$ cat src/rtl/cnn_pkg.sv
// Shared CNN datapath types: pixel width, signed pixel type, signed max.
package cnn_pkg;
  localparam int DATA_W = 16;

  typedef logic signed [DATA_W-1:0] pix_t;

  function automatic pix_t smax(pix_t a, pix_t b);
    return (a > b) ? a : b;
  endfunction
endpackage

$ cat src/rtl/pool_line_buf.sv
// Half-width line buffer: holds the horizontal maxima of the even row.
// Async read, sync write, no reset; maps to distributed RAM.
module pool_line_buf
  import cnn_pkg::*;
#(
  parameter int DEPTH = 14,
  parameter int AW    = 4
) (
  input  logic              clk,
  input  logic              i_we,
  input  logic [AW-1:0]     i_addr,
  input  logic [DATA_W-1:0] i_wdata,
  output logic [DATA_W-1:0] o_rdata
);
  logic [DATA_W-1:0] r_mem [DEPTH];

  always_ff @(posedge clk) begin
    if (i_we) r_mem[i_addr] <= i_wdata;
  end

  assign o_rdata = r_mem[i_addr];
endmodule

$ cat src/rtl/maxpool2x2_stream.sv
// Streaming 2x2 stride-2 signed max-pool with valid/ready on both sides.
// Build option FUSED_RELU_EN clamps negative input pixels to zero.
module maxpool2x2_stream
  import cnn_pkg::*;
#(
  parameter int IMG_W = 28,
  parameter int IMG_H = 28
) (
  input  logic              clk,
  input  logic              rst_n,
  input  logic [DATA_W-1:0] in_pix,
  input  logic              in_valid,
  output logic              in_ready,
  output logic [DATA_W-1:0] out_pix,
  output logic              out_valid,
  input  logic              out_ready,
  output logic              frame_done
);
  // Column counter keeps at least 2 bits so the buffer address is never 0-wide
  localparam int CW = (IMG_W > 2) ? $clog2(IMG_W) : 2;
  localparam int RW = $clog2(IMG_H);
  localparam int AW = CW - 1;
  localparam logic [CW-1:0] COL_LAST = CW'(IMG_W - 1);
  localparam logic [RW-1:0] ROW_LAST = RW'(IMG_H - 1);

  logic [CW-1:0] r_col;
  logic [RW-1:0] r_row;
  pix_t          r_pair;
  pix_t          r_out;
  logic          r_out_valid;
  logic          r_last;
  logic          r_frame_done;

  pix_t          w_in;
  pix_t          w_h;
  pix_t          w_v;
  logic [DATA_W-1:0] w_lb;
  logic          w_acc;
  logic          w_col_odd;
  logic          w_row_odd;
  logic          w_end_col;
  logic          w_end_row;
  logic          w_lb_we;
  logic          w_load;

`ifdef FUSED_RELU_EN
  assign w_in = in_pix[DATA_W-1] ? '0 : pix_t'(in_pix);
`else
  assign w_in = pix_t'(in_pix);
`endif

  assign in_ready  = !r_out_valid || out_ready;
  assign w_acc     = in_valid && in_ready;
  assign w_col_odd = r_col[0];
  assign w_row_odd = r_row[0];
  assign w_end_col = (r_col == COL_LAST);
  assign w_end_row = (r_row == ROW_LAST);
  assign w_lb_we   = w_acc && w_col_odd && !w_row_odd;
  assign w_load    = w_acc && w_col_odd && w_row_odd;

  assign w_h = smax(r_pair, w_in);
  assign w_v = smax(pix_t'(w_lb), w_h);

  pool_line_buf #(
    .DEPTH (IMG_W / 2),
    .AW    (AW)
  ) u_lb (
    .clk     (clk),
    .i_we    (w_lb_we),
    .i_addr  (r_col[CW-1:1]),
    .i_wdata (w_h),
    .o_rdata (w_lb)
  );

  always_ff @(posedge clk or negedge rst_n) begin
    if (!rst_n) begin
      r_col <= '0;
      r_row <= '0;
    end else if (w_acc) begin
      if (w_end_col) begin
        r_col <= '0;
        r_row <= w_end_row ? '0 : r_row + RW'(1);
      end else begin
        r_col <= r_col + CW'(1);
      end
    end
  end

  always_ff @(posedge clk or negedge rst_n) begin
    if (!rst_n) r_pair <= '0;
    else if (w_acc && !w_col_odd) r_pair <= w_in;
  end

  // A load in the same cycle as a drain wins, giving back-to-back results
  always_ff @(posedge clk or negedge rst_n) begin
    if (!rst_n) begin
      r_out        <= '0;
      r_out_valid  <= 1'b0;
      r_last       <= 1'b0;
      r_frame_done <= 1'b0;
    end else begin
      if (w_load) begin
        r_out       <= w_v;
        r_out_valid <= 1'b1;
        r_last      <= w_end_col && w_end_row;
      end else if (out_ready) begin
        r_out_valid <= 1'b0;
      end
      r_frame_done <= r_out_valid && out_ready && r_last;
    end
  end

  assign out_pix    = r_out;
  assign out_valid  = r_out_valid;
  assign frame_done = r_frame_done;
endmodule

$ cat config.mk
export PLATFORM = sky130hd
export DESIGN_NAME = maxpool2x2_stream
export DESIGN_NICKNAME = d
export VERILOG_FILES = /design/src/rtl/cnn_pkg.sv /design/src/rtl/pool_line_buf.sv /design/src/rtl/maxpool2x2_stream.sv
export SDC_FILE = /design/constraint.sdc
export NUM_CORES = 1
export LEC_CHECK = 0
export ABC_AREA = 1
export CORE_MARGIN = 1
export CORE_UTILIZATION = 61
export CTS_CLUSTER_DIAMETER = 200
export DETAILED_ROUTE_END_ITERATION = 16
export HOLD_SLACK_MARGIN = 0.1
export PLACE_DENSITY = 0.79
export SLEW_MARGIN = 0
export SYNTH_ARGS = -nofsm -noshare
export SYNTH_HDL_FRONTEND = slang
export SYNTH_SLANG_ARGS = --single-unit
$ cat constraint.sdc
create_clock -name clk -period 4.8 [get_ports clk]
set_clock_uncertainty 0.15 [all_clocks]
set_input_delay 0.96 -clock clk [delete_from_list [all_inputs] [get_ports clk]]
set_output_delay 0.96 -clock clk [all_outputs]
set_load 0.05 [all_outputs]
Word-level counts from Yosys, hierarchy flattened
Memory sizes are Yosys's and may differ from the RTL's.
Index checks and enable logic that the tools add are counted.
- register bits after elaboration: 45
- bits in writable memories: 224
- bits of input ports: 20
- word-level logic and storage cells: 36
- memories: 1
- memory list (memory ; depth ; bits a word ; read ports ; clocked after Yosys merged registers in ; write ports ; line ; source):
    u_lb.r_mem ; 14 ; 16 ; 1 ; 0 ; 1 ; pool_line_buf.sv:15 ; logic [DATA_W-1:0] r_mem [DEPTH];
- add/subtract/negate cells: 2
- magnitude comparators: 2
- eq/ne operators: 2
- mux-type cells: 8
- reductions and logical operators: 14
- operators with widths (operator ; count):
    greater-than comparator 16 bit ; 2
    two-way mux 16 bit ; 2
    adder 5 x 1 -> 5 bit (second input constant) ; 2
    equality test 5 bit (second input constant) ; 2
    two-way mux 5 bit ; 2
    logical AND 1 bit ; 8
    two-way mux 1 bit ; 4
    zero test 1 bit ; 3
    AND reduction 2 bit ; 1
    nonzero test 2 bit ; 1
    logical OR 1 bit ; 1

Logic depth before layout (Yosys ltp)
Gate-level depths: netlist of the first run.
- depth in word-level cells: 7
- depth in mapped cells: 32
- gate-level depth less buffers: 31

Modules after synthesis
From an unflattened synthesis of the first run, not the netlist that was laid out.
- cells, all modules: 1349
- area total of the unflattened synthesis: 12798.5 sq um
- by module, submodules not included (module ; instances ; cells an instance ; area each (sq um) ; seq. area each (sq um)):
    pool_line_buf ; 1 ; 868 ; 9277.6 ; 6726.5
    maxpool2x2_stream ; 1 ; 481 ; 3520.9 ; 1126.1

Worst setup path before layout of the first run
Ideal clock, no wire load.
- kind: input-to-reg
- start: in in_pix[15]
- end: reg r_out[5] (netlist: out_pix[5])
- data arrival time: 3.997 ns
- data required time: 4.532 ns
- setup slack: 0.535 ns
- stages on the path: 20
- buffers on the path: 2
- path through: inv_1 > ha_1 > nand2_1 > nor3_1 > nand3_1 > nand3_2 > buf_4 > nand2_1 > nand2_1 > inv_1 > ha_1 > a21oi_1 > o21ai_0 > a21oi_1 > nand3_1 > nand3_2 > buf_2 > nand3_1 > nand2_1 > nand2_1
- word-level cells in the longest chain between the ends: 4
- RTL lines (what ; line ; source):
    start: declaration ; maxpool2x2_stream.sv:11 ; input logic [DATA_W-1:0] in_pix,
    greater-than comparator 16 bit ; cnn_pkg.sv:8 ; return (a > b) ? a : b;
    two-way mux 16 bit (*) ; cnn_pkg.sv:8 ;
    via u_lb.i_wdata[15] ; pool_line_buf.sv:12 ; input logic [DATA_W-1:0] i_wdata,
    greater-than comparator 16 bit (*) ; cnn_pkg.sv:8 ;
    two-way mux 16 bit (*) ; cnn_pkg.sv:8 ;
    end signal: assignment ; maxpool2x2_stream.sv:103 ; r_out <= w_v;
    end: declaration ; maxpool2x2_stream.sv:29 ; pix_t r_out;
Mark *: on every way through the listed nets, which the timed path passes. The rest lies on a longest branch.
A chain may end at the register's enable or synchronous reset.

Final worst setup path of the first run
- start: in in_pix[15]
- end: reg r_out[14] (netlist: out_pix[14])
- word-level cells in the longest chain between the ends: 4
- RTL lines (what ; line):
    greater-than comparator 16 bit ; cnn_pkg.sv:8
    two-way mux 16 bit ; cnn_pkg.sv:8
    via u_lb.i_wdata[10] ; pool_line_buf.sv:12
    greater-than comparator 16 bit ; cnn_pkg.sv:8
    two-way mux 16 bit ; cnn_pkg.sv:8
The timed path passes the listed nets, and every way through them passes these cells.

==> impl_metrics.yaml, run 1 <==
grt:
  grt_max_degree: 51
  antenna_found_initial: 0
  track_usage_pct: 28.1
  grt.overflow.total: 0
  grt_pass1_wl_um: 43100
  grt_pass1_vias: 8508
route:
  dr_wl_met2_um: 13600
  drt-wirelength-per-cell_um: 18.5
  viasPerCell: 5.76
  route.detailed.drc: 0
  drt_iter0_drc: 784
  firstDrtPassIters: 5
  wl_met3_um: 2180
  vias: 8600
  wl_met1_um: 11100
  highest_layer: "met4"
  routed_wl_um: 27700
  final_antenna_net_count: 0
timing:
  final-hold-violation-count: 0
  finalCritPeriodShare_pct: 94.2
  setup_viol: 0
  holdWs_ps: 335
  setup_tns_ps: 0
  fin_crit_ps: 4520
  timing.fmax_ghz: 0.221
  fin_ws_ps: 277
  rsz0062_at_grt: "no"
  final_max_slew_viol_count: 0
  worst_pin_slew_ps: 1070
  slew_headroom_pct: 28.4
cells_and_area:
  stdcell_area_um2: 13700
  final_nets: 1267
  final_layout_size_suffix_gt1_share_pct: 9.41
  num_antenna_cells: 0
  syn2layout_area_growth_pct: 14.8
  postLayoutCoreUtil_pct: 72.3
clock_network:
  cts_max_level: 1
  postCtsHoldBufs: 0
  cts_buffer_depth: 3
  cts.sinks: 269
  cts-root-buf: "clkbuf_16"
  path_clk_slew_ps: 70
  post_cts_buffers: 0
  clock_latency_ps: 530
  cts_buffers: 26
  cts_tree: "done"
pwr:
  powerDensity_nw_per_um2: 745
  power_leakage_nw: 5.60
  peakVddDrop_mv: 0.512
setup_path:
  start_kind: "input port"
  r2r_slack_ps: 640
  reg2reg_to: "out_pix[14]$_DFFE_PN0P_"
  crit_required_ps: 5070
  critPathKind: "in -> reg"
  crit_arrival_ps: 4800
  worst-path-max-fanout: 16
  r2r_cells: 21
  endpoint_kind: "flip-flop"
  rr_startpoint: "r_col[1]$_DFFE_PN0P_"
synthesis:
  synth-seq-cells: 269
  synth_nets: 1197
  synth_cells: 1143
  yosysSeqAreaShare_pct: 65.8
  yosysWarnings: 0
  synth_area_um2: 11900
  synth_cell_types: 25
  synth.avg_cell_area_um2: 10.4
hold_path:
  worstHoldPathCells: 2
  min_from: "out_pix[12]$_DFFE_PN0P_"
  min_to: "out_pix[12]$_DFFE_PN0P_"
  holdCritPathClass: "reg -> reg"
floorplanning:
  core-area_um2: 19000
  start_util_pct: 63.0
  rows: 50
  die_area_um2: 20100
  die_w_um: 142
  ioPinCount: 39
  die_h_um: 142
outcome:
  status: "finished, final reports clean"
place:
  place_congestion: 0.935
  dp_hpwl_um: 17300
  port_buffers: 38
  dpl_cell_area_um2: 12900
  post-place-ws_ps: -345
run:
  max_cap_violations: 0
-- state kept, by name, summed over array words and instances, names as in the netlist --
register    flops
r_row           5
r_pair         16
u_lb.r_mem    224
r_col           5
out_valid       1
frame_done      1
out_pix        16
r_last          1
-- metal layers --
| metal | global-route usage, % | up-vias |
|---|---|---|
| met5 | 0 | - |
| met4 | 8.94 | 0 |
| met3 | 4.42 | 67 |
| met2 | 48.2 | 400 |
| met1 | 37.1 | 4077 |
| li1 | - | 4056 |
-- cell type report --
cell class / instances / area [µm²]
clock buffer: 36 / 709
clock inverter: 12 / 104
fill: 1311 / 5250
inverter: 98 / 368
multi-input combinational: 731 / 3590
sequential: 269 / 7850
tap: 260 / 325
timing repair buffer: 87 / 756
-- critical path, cell delays in order --
cell and delay, ps:
clkdlybuf4s50_1 490, inv_1 60, ha_1 330, nand2_1 100, nor3_1 320, nand2_1 140, nand2_1 90, nand2_2 170
nand3_4 230, nand2_1 120, nand2_1 140, inv_1 70, ha_1 290, nand2_1 50, inv_1 70, nand3_1 120
nor3_2 220, nand2_1 110, nand3_1 180, buf_4 210, nand4_1 90, nand2_1 80, clkinv_1 60, nand2_1 60
nand2_1 40
-- per-stage QoR --
stage          power (mW)  instances
2_1_floorplan        6.58       1143
3_3_place_gp         8.00       1445
3_5_place_dp         8.14       1445
4_1_cts              10.1       1493
5_1_grt              10.8       1493
6_report             10.2       1493
-- synth_stat cells, drive strengths merged --
| master | n | area [µm²] |
|---|---|---|
| nor4 | 1 | 6.26 |
| or2 | 6 | 37.5 |
| nand2 | 392 | 1470 |
| ha | 34 | 425 |
| nand3 | 77 | 400 |
| dfrtp | 45 | 1130 |
| nor2 | 62 | 235 |
| nor3b | 3 | 22.5 |
| clkinv | 3 | 11.3 |
| edfxtp | 224 | 6730 |
| a21oi | 15 | 75.1 |
| nand4 | 82 | 513 |
| clkbuf | 19 | 71.3 |
| o211ai | 6 | 45.0 |
| buf | 26 | 138 |
| o21ai | 34 | 170 |
| inv | 95 | 357 |
| a21o | 2 | 15.0 |
| nor3 | 17 | 90.1 |
-- what timing repair did --
item	in CTS	in global routing
resized for setup	0	3
hold endpoints to repair	0	0
endpoints found under the setup margin	0	16
-- power breakdown --
part           leakage (nW)  internal, mW  switching (mW)
Sequential             2.59          3.27           0.189
Combinational          2.61          1.53            3.27
Clock                 0.399          1.14           0.826
-- worst max-delay path by stage --
| stage | end | slack (ps) | startpoint |
|---|---|---|---|
| 2_1_floorplan | out_pix[5]$_DFFE_PN0P_ | 530 | in_pix[15] |
| 3_5_place_dp | out_pix[12]$_DFFE_PN0P_ | -350 | in_pix[15] |
| 6_report | out_pix[14]$_DFFE_PN0P_ | 280 | in_pix[15] |
| 3_3_place_gp | out_pix[2]$_DFFE_PN0P_ | -290 | in_pix[15] |
| 4_1_cts | out_pix[2]$_DFFE_PN0P_ | 130 | in_pix[15] |
| 5_1_grt | out_pix[14]$_DFFE_PN0P_ | 3 | in_pix[15] |
-- cell families after synthesis --
| family | Yosys count | share of synthesized area (%) |
|---|---|---|
| AND/OR/NAND/NOR | 640 | 23.3 |
| buffers and inverters | 143 | 4.83 |
| AO/OA/AOI/OAI | 57 | 2.56 |
| adder cells (fa/ha/maj) | 34 | 3.56 |
| flip-flops | 269 | 65.8 |
-- layout by cell type, fill, tap and decap left out, drive strengths merged --
| cell type | netlist | final |
|---|---|---|
| a21o | 2 | 2 |
| a21oi | 15 | 15 |
| buf | 26 | 50 |
| bufinv | 0 | 2 |
| clkbuf | 19 | 36 |
| clkdlybuf4s50 | 0 | 37 |
| clkinv | 3 | 13 |
| dfrtp | 45 | 45 |
| edfxtp | 224 | 224 |
| ha | 34 | 34 |
| inv | 95 | 95 |
| nand2 | 392 | 392 |
| nand3 | 77 | 77 |
| nand4 | 82 | 82 |
| nor2 | 62 | 62 |
| nor3 | 17 | 17 |
| nor3b | 3 | 3 |
| nor4 | 1 | 1 |
| o211ai | 6 | 6 |
| o21ai | 34 | 34 |
| or2 | 6 | 6 |
(Power assumes the default switching activity.)
==> run 2, diff against run 1 <==
CTS_BUF_LIST = sky130_fd_sc_hd__clkbuf_4 sky130_fd_sc_hd__clkbuf_8 sky130_fd_sc_hd__clkbuf_16   (was default)
SLEW_MARGIN = default   (was 0)
==> run 2 against run 1 <==
Compared with the run above: cell count stayed put; power is 0.42% higher; sequential share of layout area is 0.14 points lower; non-clock buffer count stayed put; worst setup slack better by 5.4 ps; core utilization is 0.18 points higher; global-route usage is 0.053 points lower; critical path depth is 2 lower; hold slack better by 3.6 ps; critical path type unchanged; critical endpoint is now out_pix[2]$_DFFE_PN0P_; largest cell class unchanged; largest power group unchanged.
==> impl_metrics.yaml, run 2 (synthesis results as in run 1) <==
outcome:
  status: "finished, final reports clean"
pwr:
  power_leakage_nw: 5.63
  total_power_mw: 10.3
  seqPwrFrac_pct: 33.7
  peakVddDrop_mv: 0.679
  pwr-share-comb_pct: 46.7
  power_frac_clock_pct: 19.7
  powerDensity_nw_per_um2: 747
  p_switching_mw: 4.28
  p_int_mw: 5.98
  switching_share_pct: 41.7
cells_and_area:
  layout_common_cells: "391 x nand2_1, 224 x edfxtp_1, 89 x inv_1"
  fillers: 1306
  regArea_um2: 7850
  final_common_cell: "nand2_1"
  regMostFlops: "u_lb.r_mem"
  num_antenna_cells: 0
  largest_reg_flops: 224
  fin_cells: 1493
  final_layout_size_suffix_gt1_share_pct: 10.1
  syn2layout_area_growth_pct: 15.1
  multi_input_area_um2: 3590
  final_nets: 1267
place:
  dpl.cell_count: 1445
  dp_hpwl_um: 17300
  post-place-ws_ps: -345
  place_congestion: 0.935
  port_buffers: 38
route:
  final_antenna_net_count: 0
  route.detailed.drc: 0
  firstDrtPassIters: 5
  vias: 8621
  drt-wirelength-per-cell_um: 18.5
  viasPerCell: 5.77
  routed_wl_um: 27600
  drt_iter0_drc: 858
clock_network:
  path_clk_slew_ps: 70
  cts_buffer_depth: 3
  postCtsHoldBufs: 0
  cts.sinks: 269
  cts_tree: "done"
  cts_buffers: 26
  cts_max_level: 1
  clock_latency_ps: 530
  cts-root-buf: "clkbuf_16"
floorplanning:
  die_w_um: 142
  rows: 50
  ioPinCount: 39
  die_area_um2: 20100
  die_h_um: 142
  core-area_um2: 19000
  start_util_pct: 63.0
timing:
  timing.fmax_ghz: 0.221
  finalCritPeriodShare_pct: 94.1
  final-hold-violation-count: 0
  worst_pin_slew_ps: 1070
  final_max_slew_viol_count: 0
  setup_viol: 0
  rsz0062_at_grt: "no"
  fin_crit_ps: 4520
  slew_headroom_pct: 28.2
  fin_ws_ps: 282
setup_path:
  crit_arrival_ps: 4780
  worst_path_max_delay_cell: "clkdlybuf4s50_1"
  endpoint_kind: "flip-flop"
  crit_required_ps: 5070
  cpMostUsedCell: "nand2_1"
  cpPeakStageDelay_ps: 490
  critPathKind: "in -> reg"
  start_kind: "input port"
  worst-path-max-fanout: 16
  path_cells: "clkdlybuf4s50_1 -> inv_1 -> ha_1 -> nand2_1 -> nor3_1 -> nand2_1 -> nand2_1 -> nand2_2 -> nand3_4 -> nand2_1 -> nand2_1 -> inv_1 -> ha_1 -> nand2_1 -> nor3_2 -> nand2_1 -> nand3_1 -> buf_4 -> nand4_1 -> nand2_1 -> inv_1 -> nand2_1 -> nand2_1"
grt:
  grt.busiest_layer: "met2"
  grt_pass1_wl_um: 43100
  grt.overflow.total: 0
  grt_max_degree: 51
  grt_util_met3_pct: 4.25
  use_met2_pct: 48.2
  grt_pass1_vias: 8488
  use_met1_pct: 37.0
  track_usage_pct: 28.1
  antenna_found_initial: 0
run:
  max_cap_violations: 0
hold_path:
  holdCritPathClass: "reg -> reg"
==> run 2: final timing paths <==
path,from,end,slack [ps],depth (start not counted)
setup / recovery,in_pix[15],out_pix[2]$_DFFE_PN0P_,280,23
hold / removal,out_pix[10]$_DFFE_PN0P_,out_pix[10]$_DFFE_PN0P_,340,2
setup reg to reg,r_col[1]$_DFFE_PN0P_,out_pix[2]$_DFFE_PN0P_,660,21
hold reg to reg,out_pix[10]$_DFFE_PN0P_,out_pix[10]$_DFFE_PN0P_,340,2
max in group asynchronous,rst_n,r_col[1]$_DFFE_PN0P_,3360,1
min in group asynchronous,rst_n,r_row[3]$_DFFE_PN0P_,460,1
==> run 2: power by group through the flow <==
stage	Sequential, mW	Combinational, mW	Clock [mW]
after floorplan	3.66	2.92	0
after global placement	3.49	4.51	0
after detailed placement	3.49	4.65	0
after CTS	3.45	4.72	2.04
after global routing	3.48	5.29	2.12
final	3.46	4.79	2.02
==> run 2: timing repair <==
| action | in CTS | in global routing |
|---|---|---|
| setup buffers | 0 | 0 |
| endpoints found under the setup margin | 0 | 16 |
| resized for setup | 0 | 3 |
==> run 2: area by class of cell <==
type	count	share of cell area [%]
Multi-Input combinational cell	731	26.2
Tap cell	260	2.37
Sequential cell	269	57.1
Inverter	98	2.68
Clock buffer	36	5.41
Clock inverter	12	0.756
Timing Repair Buffer	87	5.50
==> run 2: worst max-delay path, delay by kind of cell <==
kind	cells	cell delay, ps
buffers and inverters	5	870
adder cells (fa/ha/maj)	2	670
AND/OR/NAND/NOR	16	2280
==> run 2: layer usage <==
layer	vias up	wire (µm)	share of wire [%]
met5	-	0	0
met4	0	767	2.8
met3	67	2310	8.4
met2	423	13600	49
met1	4073	10900	40
li1	4058	-	-
==> run 2: through the flow <==
stage               util (%)  cell area, µm²  setup TNS [ps]  hold WS [ps]
floorplan                  -           11900               0           307
global placement        67.9           12900           -4310           318
detailed placement      67.9           12900           -5250           317
CTS                     72.4           13700               0           341
global route            72.5           13700               0           357
finish                  72.5           13700               0           338
==> run 3, diff against run 2 <==
CTS_CLUSTER_DIAMETER = 150   (was 200)
CTS_CLUSTER_SIZE = 14   (was default)
==> run 3 against run 2 <==
Compared with the run above: first-iteration DRC count shrank 4.9%; worst setup slack improved by 41 ps; combinational power about the same; cell count is 0.40% lower; final area fell by 0.86%; critical path depth up 2; flip-flop and latch count unchanged; sequential share of layout area is 0.50 points higher; die area is the same; critical path type unchanged.
==> impl_metrics.yaml, run 3 (synthesis results as in run 1) <==
outcome:
  status: "finished, final reports clean"
route:
  firstDrtPassIters: 6
  drt_iter0_drc: 816
  routed_wl_um: 27200
  vias: 8565
  final_antenna_net_count: 0
  route.detailed.drc: 0
  viasPerCell: 5.76
  drt-wirelength-per-cell_um: 18.3
cells_and_area:
  final_nets: 1264
  fillers: 1354
  largest_reg_flops: 224
  stdcell_area_um2: 13600
  regMostFlops: "u_lb.r_mem"
  final_layout_size_suffix_gt1_share_pct: 10.1
  syn2layout_area_growth_pct: 14.1
  final_common_cell: "nand2_1"
  fin_cells: 1487
  layout_common_cells: "391 x nand2_1, 224 x edfxtp_1, 89 x inv_1"
  num_antenna_cells: 0
pwr:
  peakVddDrop_mv: 0.673
  pwr-share-comb_pct: 47.6
  p_switching_mw: 4.23
  seqPwrFrac_pct: 34.5
  switching_share_pct: 42.2
  powerDensity_nw_per_um2: 735
  p_int_mw: 5.79
  total_power_mw: 10.0
  power_frac_clock_pct: 18.0
  power_leakage_nw: 5.57
clock_network:
  cts_tree: "done"
  cts_buffer_depth: 3
  cts-root-buf: "clkbuf_16"
  cts_max_level: 1
  cts.sinks: 269
  postCtsHoldBufs: 0
  path_clk_slew_ps: 60
  clock_latency_ps: 530
  cts_buffers: 23
timing:
  final-hold-violation-count: 0
  finalCritPeriodShare_pct: 93.3
  timing.fmax_ghz: 0.223
  holdWs_ps: 336
  worst_pin_slew_ps: 1050
  setup_tns_ps: 0
  slew_headroom_pct: 29.9
  final_max_slew_viol_count: 0
  setup_viol: 0
  fin_crit_ps: 4480
  rsz0062_at_grt: "no"
setup_path:
  endpoint_kind: "flip-flop"
  startpoint: "in_pix[15]"
  r2r_cells: 23
  critPathKind: "in -> reg"
  worst-path-max-fanout: 16
  start_kind: "input port"
  crit_required_ps: 5070
  rr_startpoint: "r_col[1]$_DFFE_PN0P_"
  crit_arrival_ps: 4740
grt:
  grt_pass1_wl_um: 42800
  grt.overflow.total: 0
  track_usage_pct: 27.9
  grt_max_degree: 51
  grt_pass1_vias: 8454
  antenna_found_initial: 0
floorplanning:
  core-area_um2: 19000
  rows: 50
  die_area_um2: 20100
  start_util_pct: 63.0
  ioPinCount: 39
  die_h_um: 142
  die_w_um: 142
place:
  dpl_cell_area_um2: 12900
  port_buffers: 38
  dpl.cell_count: 1445
  dp_hpwl_um: 17300
  place_congestion: 0.935
hold_path:
  min_from: "out_pix[12]$_DFFE_PN0P_"
  holdCritPathClass: "reg -> reg"
  worstHoldPathCells: 2
run:
  max_cap_violations: 0
run 3: cell count changes in the layout (fill, tap and decap cells not counted):
cell / delta
clkbuf_16: -4
inv_6: +1
clkinv_8: +1
bufinv_16: -2
clkinv_2: -5
clkinv_1: -5
clkbuf_4: +8
run 3: area by class of cell:
cell class	count	area (µm²)	share of cell area (%)
Inverter	98	368	2.70
Sequential cell	269	7850	57.6
Multi-Input combinational cell	731	3590	26.4
Clock inverter	2	25.0	0.184
Tap cell	260	325	2.39
Clock buffer	40	703	5.16
Timing Repair Buffer	87	756	5.55
run 3: final timing paths:
path,to,slack [ps]
min in group asynchronous,out_pix[7]$_DFFE_PN0P_,470
worst max-delay path,out_pix[9]$_DFFE_PN0P_,320
max in group asynchronous,r_col[1]$_DFFE_PN0P_,3350
worst min register to register,out_pix[12]$_DFFE_PN0P_,340
worst min-delay path,out_pix[12]$_DFFE_PN0P_,340
worst max register to register,out_pix[15]$_DFFE_PN0P_,530
run 3: repair_timing:
item	in CTS	in global routing
buffers inserted	0	0
resized for setup	0	3
endpoints found under the setup margin	0	16
run 3: worst max-delay path, cell delays in order:
cell and delay (ps):
clkdlybuf4s50_1 480, inv_1 60, ha_1 340, nand2_1 100, nor3_1 310, nand2_1 140, nand2_1 90, nand2_2 160
nand3_4 220, nand2_1 130, nand2_1 130, inv_1 60, ha_1 290, nand2_1 50, inv_1 70, nand3_1 100
nor3_2 210, nand2_1 120, nand3_1 170, buf_4 190, nand4_1 100, nand2_1 80, clkinv_1 60, nand2_1 60
nand2_1 50
run 3: metrics by stage:
stage	utilization, %	worst slack, ps
final	71.9	324
after global routing	71.9	45.6
after CTS	71.8	127
after detailed placement	67.9	-345
after global placement	67.9	-294
after floorplan	-	535
run 3: routing by layer:
metal | routed length, µm | track usage (%)
met1 | 11000 | 37.0
met2 | 13300 | 47.7
met3 | 2250 | 3.68
met4 | 753 | 9.96
met5 | 0 | 0
run 3: power by group through the flow:
stage          Combinational, mW  Clock (mW)  Sequential (mW)
6_report                    4.77        1.80             3.46
5_1_grt                     5.28        1.89             3.48
4_1_cts                     4.70        1.82             3.45
3_5_place_dp                4.65           0             3.49
3_3_place_gp                4.51           0             3.49
2_1_floorplan               2.92           0             3.66
